[src/rtl/disp_scan_2dig_if.sv]
// -----------------------------------------------------------------------------
// disp_scan_2dig_if
//   Bundle between the two-digit display scanner and whoever drives it.
//
//   Driven by the master (counter side / bench):
//     sa1, sa2   4-bit count values from counter 1 and counter 2
//     en         1 = scan the digits, 0 = blank the display
//     freeze     1 = hold the internal snapshot of sa1/sa2
//     clr        synchronous clear of the equality event counter
//   Driven by the slave (disp_scan_2dig):
//     seg        7-segment pattern {g,f,e,d,c,b,a}, active-high
//     an         digit enables, an[0] = sa1 digit, an[1] = sa2 digit
//     eq_pulse   one-cycle pulse when the two snapshots become equal
//     eq_count   saturating count of equality events (CNT_W bits)
// -----------------------------------------------------------------------------
interface disp_scan_2dig_if #(
  parameter int CNT_W = 8
);
  logic [3:0]       sa1;
  logic [3:0]       sa2;
  logic             en;
  logic             freeze;
  logic             clr;
  logic [6:0]       seg;
  logic [1:0]       an;
  logic             eq_pulse;
  logic [CNT_W-1:0] eq_count;

  modport master (
    output sa1, sa2, en, freeze, clr,
    input  seg, an, eq_pulse, eq_count
  );

  modport slave (
    input  sa1, sa2, en, freeze, clr,
    output seg, an, eq_pulse, eq_count
  );
endinterface

[src/rtl/disp_scan_2dig.sv]
// -----------------------------------------------------------------------------
// disp_scan_2dig
//   Snapshots two 4-bit counter values and time-multiplexes them as hex digits
//   onto a shared 7-segment bus. Each digit stays lit for REFRESH_DIV cycles.
//   Also flags the instants the two snapshots become equal (eq_pulse) and keeps
//   a saturating count of those events (eq_count).
//
//   Ports:
//     clock   system clock, all state updates on posedge
//     reset   synchronous, active-low (0 = reset)
//     bus     disp_scan_2dig_if slave modport (sa1/sa2/en/freeze/clr in,
//             seg/an/eq_pulse/eq_count out)
//
//   Parameters:
//     REFRESH_DIV  cycles per digit, 2..256
//     CNT_W        width of the equality event counter
// -----------------------------------------------------------------------------
module disp_scan_2dig #(
  parameter int REFRESH_DIV = 4,
  parameter int CNT_W       = 8
) (
  input  logic                   clock,
  input  logic                   reset,
  disp_scan_2dig_if.slave        bus
);

  localparam int PW = $clog2(REFRESH_DIV);
  localparam logic [PW-1:0] PRESC_LAST = PW'(REFRESH_DIV - 1);

  typedef enum logic [1:0] {
    IDLE = 2'd0,
    DIG0 = 2'd1,
    DIG1 = 2'd2
  } state_t;

  // Hex digit to {g,f,e,d,c,b,a}
  function automatic logic [6:0] hex_seg(input logic [3:0] v);
    logic [6:0] s;
    case (v)
      4'h0:    s = 7'h3F;
      4'h1:    s = 7'h06;
      4'h2:    s = 7'h5B;
      4'h3:    s = 7'h4F;
      4'h4:    s = 7'h66;
      4'h5:    s = 7'h6D;
      4'h6:    s = 7'h7D;
      4'h7:    s = 7'h07;
      4'h8:    s = 7'h7F;
      4'h9:    s = 7'h6F;
      4'hA:    s = 7'h77;
      4'hB:    s = 7'h7C;
      4'hC:    s = 7'h39;
      4'hD:    s = 7'h5E;
      4'hE:    s = 7'h79;
      default: s = 7'h71;
    endcase
    return s;
  endfunction

  // Increment that sticks at all-ones instead of wrapping
  function automatic logic [CNT_W-1:0] sat_inc(input logic [CNT_W-1:0] v);
    logic [CNT_W-1:0] r;
    if (&v) r = v;
    else    r = v + 1'b1;
    return r;
  endfunction

  state_t           state_q, state_d;
  logic [PW-1:0]    presc_q, presc_d;
  logic [3:0]       snap1_q, snap2_q;
  logic             eq_prev_q;
  logic             eq_pulse_q;
  logic [CNT_W-1:0] eq_count_q;
  logic             eq_now;
  logic             eq_rise;
  logic [6:0]       seg_d;
  logic [1:0]       an_d;

  assign eq_now  = (snap1_q == snap2_q);
  assign eq_rise = eq_now & ~eq_prev_q;

  // ---- Stage 1: snapshot of the counter values ----
  always_ff @(posedge clock) begin
    if (!reset) begin
      snap1_q <= 4'd0;
      snap2_q <= 4'd0;
    end else if (!bus.freeze) begin
      snap1_q <= bus.sa1;
      snap2_q <= bus.sa2;
    end
  end

  // ---- Stage 2: equality edge detector and event counter ----
  // eq_prev resets to 1 because the reset snapshots are 0 == 0; this keeps the
  // reset state itself from looking like a new equality event.
  always_ff @(posedge clock) begin
    if (!reset) begin
      eq_prev_q  <= 1'b1;
      eq_pulse_q <= 1'b0;
      eq_count_q <= '0;
    end else begin
      eq_prev_q  <= eq_now;
      eq_pulse_q <= eq_rise;
      // clr wins over a coincident increment; the pulse itself still fires
      if (bus.clr)      eq_count_q <= '0;
      else if (eq_rise) eq_count_q <= sat_inc(eq_count_q);
    end
  end

  // ---- Scan FSM: state register ----
  always_ff @(posedge clock) begin
    if (!reset) begin
      state_q <= IDLE;
      presc_q <= '0;
    end else begin
      state_q <= state_d;
      presc_q <= presc_d;
    end
  end

  // ---- Scan FSM: next state ----
  // Dropping en abandons the current digit immediately.
  always_comb begin
    state_d = state_q;
    presc_d = presc_q;
    if (!bus.en) begin
      state_d = IDLE;
      presc_d = '0;
    end else begin
      case (state_q)
        IDLE: begin
          state_d = DIG0;
          presc_d = '0;
        end
        DIG0: begin
          if (presc_q == PRESC_LAST) begin
            state_d = DIG1;
            presc_d = '0;
          end else begin
            presc_d = presc_q + 1'b1;
          end
        end
        DIG1: begin
          if (presc_q == PRESC_LAST) begin
            state_d = DIG0;
            presc_d = '0;
          end else begin
            presc_d = presc_q + 1'b1;
          end
        end
        default: begin
          state_d = IDLE;
          presc_d = '0;
        end
      endcase
    end
  end

  // ---- Display outputs: decoded from registered state and snapshot ----
  always_comb begin
    an_d  = 2'b00;
    seg_d = 7'h00;
    case (state_q)
      DIG0: begin
        an_d  = 2'b01;
        seg_d = hex_seg(snap1_q);
      end
      DIG1: begin
        an_d  = 2'b10;
        seg_d = hex_seg(snap2_q);
      end
      default: begin
        an_d  = 2'b00;
        seg_d = 7'h00;
      end
    endcase
  end

  assign bus.an       = an_d;
  assign bus.seg      = seg_d;
  assign bus.eq_pulse = eq_pulse_q;
  assign bus.eq_count = eq_count_q;

endmodule
[src/flat_wrapper.sv]
// flat-port wrapper written by rule: the top's interface ports become plain ports
module disp_scan_2dig_flat 
#(
  parameter int REFRESH_DIV = 4,
  parameter int CNT_W       = 8
)
  (clock, reset, bus_sa1, bus_sa2, bus_en, bus_freeze, bus_clr, bus_seg, bus_an, bus_eq_pulse, bus_eq_count);
  disp_scan_2dig_if #(.CNT_W(CNT_W)) bus_i ();
  input  logic clock;
  input  logic reset;
  input wire logic [$bits(bus_i.sa1)-1:0] bus_sa1;
  input wire logic [$bits(bus_i.sa2)-1:0] bus_sa2;
  input wire logic [$bits(bus_i.en)-1:0] bus_en;
  input wire logic [$bits(bus_i.freeze)-1:0] bus_freeze;
  input wire logic [$bits(bus_i.clr)-1:0] bus_clr;
  output wire logic [$bits(bus_i.seg)-1:0] bus_seg;
  output wire logic [$bits(bus_i.an)-1:0] bus_an;
  output wire logic [$bits(bus_i.eq_pulse)-1:0] bus_eq_pulse;
  output wire logic [$bits(bus_i.eq_count)-1:0] bus_eq_count;
  assign bus_i.sa1 = bus_sa1;
  assign bus_i.sa2 = bus_sa2;
  assign bus_i.en = bus_en;
  assign bus_i.freeze = bus_freeze;
  assign bus_i.clr = bus_clr;
  assign bus_seg = bus_i.seg;
  assign bus_an = bus_i.an;
  assign bus_eq_pulse = bus_i.eq_pulse;
  assign bus_eq_count = bus_i.eq_count;
  disp_scan_2dig #(.REFRESH_DIV(REFRESH_DIV), .CNT_W(CNT_W)) u_core (.clock(clock), .reset(reset), .bus(bus_i));
endmodule
[config.mk]
export PLATFORM = sky130hd
export DESIGN_NAME = disp_scan_2dig_flat
export DESIGN_NICKNAME = d
export VERILOG_FILES = /design/src/rtl/disp_scan_2dig_if.sv /design/src/rtl/disp_scan_2dig.sv /design/src/flat_wrapper.sv
export SDC_FILE = /design/constraint.sdc
export NUM_CORES = 1
export LEC_CHECK = 0
export ABC_CLOCK_PERIOD_IN_PS = 2400
export CAP_MARGIN = 25
export CORE_ASPECT_RATIO = 1.75
export CORE_MARGIN = 1
export CORE_UTILIZATION = 30
export CTS_CLUSTER_DIAMETER = 30
export DETAILED_ROUTE_END_ITERATION = 8
export PLACE_DENSITY = 0.56
export SYNTH_ARGS = -nofsm -noshare
export SYNTH_HDL_FRONTEND = slang
export SYNTH_SLANG_ARGS = --single-unit
[constraint.sdc]
create_clock -name clock -period 2.4 [get_ports clock]
set_input_delay 0.48 -clock clock [delete_from_list [all_inputs] [get_ports clock]]
set_output_delay 0.48 -clock clock [all_outputs]
set_load 0.01 [all_outputs]
; Word level (Yosys, flattened, before mapping)
; Memories as Yosys holds them, arrays and structs flattened. A register that Yosys moved wholly into a read port is not among the register bits.
; Cells that the tools add are included.
[classes]
add_sub_neg = 2
n_bitwise = 6
n_eq_ne = 6
reduce_logical = 8
n_mux = 9
[ops]
columns = op, count
row1 = two-way mux 4 bit, 4
row2 = case mux 7 bit (2 select lines), 1
row3 = adder 8 x 1 -> 8 bit (second input constant), 1
row4 = AND reduction 8 bit, 1
row5 = case mux 2 bit (3 select lines), 1
row6 = AND reduction 2 bit, 3
row7 = NOT 1 bit, 5
row8 = equality test 2 bit (second input constant), 2
row9 = equality test 4 bit, 1
row10 = two-way mux 2 bit, 2
row11 = inequality test 2 x 1 -> 1 bit (second input constant), 2
row12 = case mux 2 bit (2 select lines), 1
row13 = OR reduction 2 bit, 2
row14 = OR reduction 4 bit, 1
row15 = adder 2 x 1 -> 2 bit (second input constant), 1
row16 = equality test 2 x 1 -> 1 bit (second input constant), 1
row17 = logical NOT 2 bit, 1
row18 = bitwise AND 1 bit, 1
[totals]
mem_count = 2
word_cells = 40
out_inout_bits = 18
register_bits = 22
mem_bits_ro = 224
input_bits = 13
[memory_table]
columns = memory, depth, word_bits, rd, rd_ports_with_merged_regs, wr, line_no
row1 = (no name shown), 16, 7, 1, 1, 0, disp_scan_2dig.sv:39  ; case (v)
row2 = (no name shown), 16, 7, 1, 1, 0, disp_scan_2dig.sv:39

; Logic depth before layout (Yosys ltp)
[logic_depth]
depth_word = 4
depth_mapped = 8

; Worst setup path after synthesis
; OpenSTA, ideal clock, no wires.
[synth_timing]
kind = input-to-reg
from = in bus_freeze
to = reg with a tool-made name
stages = 7
path_buffers = 1
setup_slack_ps = 394
t_arrival_ps = 1948
cell_sequence = buf_4 -> mux2i_1 -> nor2b_1 -> inv_1 -> ha_1 -> mux4_2 -> inv_1
[synth_rtl]
columns = item, line_no
row1 = start: declaration, flat_wrapper.sv:14  ; input wire logic [$bits(bus_i.freeze)-1:0] bus_freeze;

; Final worst setup path
[layout_timing]
from = reg u_core.state_q[0]
to = out bus_seg[0]
[layout_between]
elab_chain_len = 2
[layout_lines]
columns = item, line_no
row1 = start: declaration, disp_scan_2dig.sv:68  ; state_t state_q, state_d;
row2 = start signal: assignment, disp_scan_2dig.sv:116  ; state_q <= state_d;
row3 = equality test 2 bit / equality test 2 x 1 -> 1 bit (equally long branches), disp_scan_2dig.sv:163  ; case (state_q)
row4 = case mux 7 bit (2 select lines) *, disp_scan_2dig.sv:163
row5 = end: declaration, flat_wrapper.sv:16  ; output wire logic [$bits(bus_i.seg)-1:0] bus_seg;
; Mark *: on every way between the ends. The rest lies on a longest branch, timed or not.

==> impl_metrics.py <==
metrics = {
    "drt": {
        "vias": 1672,
        "wl_per_cell_microns": 13.1,
        "routed_wl_microns": 4600,
        "drt_iter0_markers": 82,
        "drt_first_pass_iters": 4,
        "viasPerCell": 4.78,
        "route.detailed.drc": 0,
        "ant_nets": 0,
    },
    "timing": {
        "final-setup-viol-count": 0,
        "fmax_ghz": 0.437,
        "period_minus_slack_ns": 2.29,
        "worstMarginPinSlew_ns": 0.575,
        "finalHoldViolCount": 0,
        "period_share_pct": 95.4,
        "skew_ns": 0.00424,
        "slew_violations": 0,
        "rsz0062_at_grt": "false",
        "relSlewSlack_pct": 61.4,
    },
    "pwr": {
        "p_leak_nw": 1.11,
        "ir_drop_mv": 0.252,
        "power_density_nw_per_um2": 573,
    },
    "grt": {
        "grt-ovfl-total": 0,
        "grt_pass1_vias": 1776,
        "grt_max_degree": 19,
        "grt_usage_pct": 14.9,
        "grt_pass1_wl_microns": 7880,
        "antenna_found_initial": 0,
    },
    "final_layout": {
        "design_area_sq_um": 2760,
        "diodes": 0,
        "final_nets": 301,
        "drive_gt1_share_pct": 19.8,
        "utilization_pct": 42.5,
        "layout_commonest_cell": "dfxtp_1",
        "syn2layout_area_growth_pct": 37.8,
        "n_fill_cell": 655,
        "final_cell_mix": "34 x dfxtp_1, 30 x clkdlybuf4s50_1, 26 x buf_4",
    },
    "cts": {
        "cts_buffers": 5,
        "cts.clk_slew.worst_paths_ns": 0.05,
        "clock_latency_ns": 0.28,
        "cts_tree": "built",
        "cts_max_level": 2,
        "cts_max_path_buffers": 2,
        "clock-sinks": 36,
        "cts_setup_buffers": 0,
        "cts_root_buffer": "clkbuf_16",
    },
    "min_path": {
        "hp-class": "reg -> reg",
        "holdPathStages": 1,
    },
    "logic_synthesis": {
        "synth_ff_type": "dfxtp_1",
        "ys_warn_count": 0,
        "syn_avg_cell_area_sq_um": 9.53,
        "ys_ff_latch": 36,
        "async_flop_share_pct": 0,
        "synth_edf_count": 0,
        "synthCells": 210,
        "synth_fp_nets": 244,
        "synth_cell_types": 46,
        "synth.yosys.seq_area_share_pct": 36.0,
        "syn-cell-area_sq_um": 2000,
    },
    "critical_path": {
        "reg2regPathDepth": 4,
        "cp_max_fo": 9,
        "start_kind": "register",
        "crit_type": "reg -> out",
        "crit_required_ns": 1.92,
        "rrSetupSlack_ns": 0.60,
        "end_kind": "output pin",
        "worstPathArrival_ns": 1.81,
    },
    "floorplan": {
        "die_h_microns": 110,
        "start_util_pct": 30.8,
        "ios": 31,
        "rows": 39,
        "dieArea_sq_um": 7010,
        "coreArea_sq_um": 6490,
        "die_x_microns": 63.7,
    },
    "placement": {
        "io_buffer_count": 30,
        "placed_area_sq_um": 2570,
        "gp_congestion": 0.844,
        "place_hpwl_microns": 3690,
    },
    "status": {
        "status": "complete, no violations",
    },
    "job": {
        "maxCapViolations": 0,
    },
}
-- stage by stage --
stage / power [W] / TNS [ns] / std cells / hold WS, ns / worst slack (ns)
2_1_floorplan: 0.000834 / 0 / 210 / 0.407 / 0.394
3_5_place_dp: 0.000946 / -0.377 / 342 / 0.429 / -0.143
3_3_place_gp: 0.000943 / -0.274 / 342 / 0.417 / -0.106
4_1_cts: 0.00160 / 0 / 350 / 0.436 / 0.0104
6_report: 0.00158 / 0 / 350 / 0.435 / 0.111
5_1_grt: 0.00167 / 0 / 350 / 0.478 / 0.00298
-- final timing paths --
| path | from | endpoint |
|---|---|---|
| hold reg to reg | u_core.presc_q[0] | u_core.presc_q[0] |
| setup reg to reg | u_core.snap2_q[3] | u_core.bus.eq_count[7] |
| hold / removal | u_core.presc_q[0] | u_core.presc_q[0] |
| setup / recovery | u_core.state_q[0] | bus_seg[0] |
-- synth_stat cells (all sizes together), types with 3 or more instances --
cell	number	area share, %
inv	20	3.8
nand2	14	3.9
nor2	4	0.75
or3	3	0.94
o31ai	4	1.5
nor3	4	1.0
dfxtp	36	36
nor2b	14	4.4
and2	3	0.94
o21ai	6	1.5
mux2	5	3.0
nand3	7	1.8
mux2i	6	3.0
o22a	4	1.8
a22oi	8	3.0
clkbuf	4	0.75
or4	5	1.9
xnor2	6	2.6
ha	21	13
a21oi	8	2.0
a31oi	4	1.3
-- timing repair --
item                                    CTS  global route
hold buffers                              0             0
endpoints found under the setup margin    7             7
gates resized for setup                   2             6
pin swaps                                 0             0
-- power by group --
| group | total, W | switching (W) | internal (W) |
|---|---|---|---|
| combinational | 0.000282 | 0.000137 | 0.000145 |
| clock | 0.000641 | 0.000228 | 0.000413 |
| sequential | 0.000657 | 0.0000194 | 0.000638 |
-- routing by layer --
metal,wire length [microns],GRT usage (%)
met1,1680,12.8
met2,2630,29.7
met3,123,3.60
met4,160,9.25
met5,0,0
-- critical path, stage by stage, from the launching register on --
cell and delay (ns):
dfxtp_2 0.39, inv_1 0.13, ha_4 0.32, nor2b_1 0.15, clkdlybuf4s50_1 0.54
-- area by class of cell --
class                      count  area, sq um  share of cell area (%)
tap                           82          103                    3.72
clock buffer                   8          146                    5.31
timing repair buffer          56          495                    18.0
sequential                    36          723                    26.2
inverter                      20         75.1                    2.72
multi-input combinational    148         1210                    44.1
-- cells by family after synthesis --
kind of cell    after synthesis  synth area share, %
simple gates                 63                 19.0
fa+ha+maj                    21                 13.1
buf+inv                      26                 5.13
compound gates               45                 15.9
flops                        36                 36.0
mux                          13                 8.25
xor+xnor                      6                 2.63
Power figures use the tool's default switching activity.
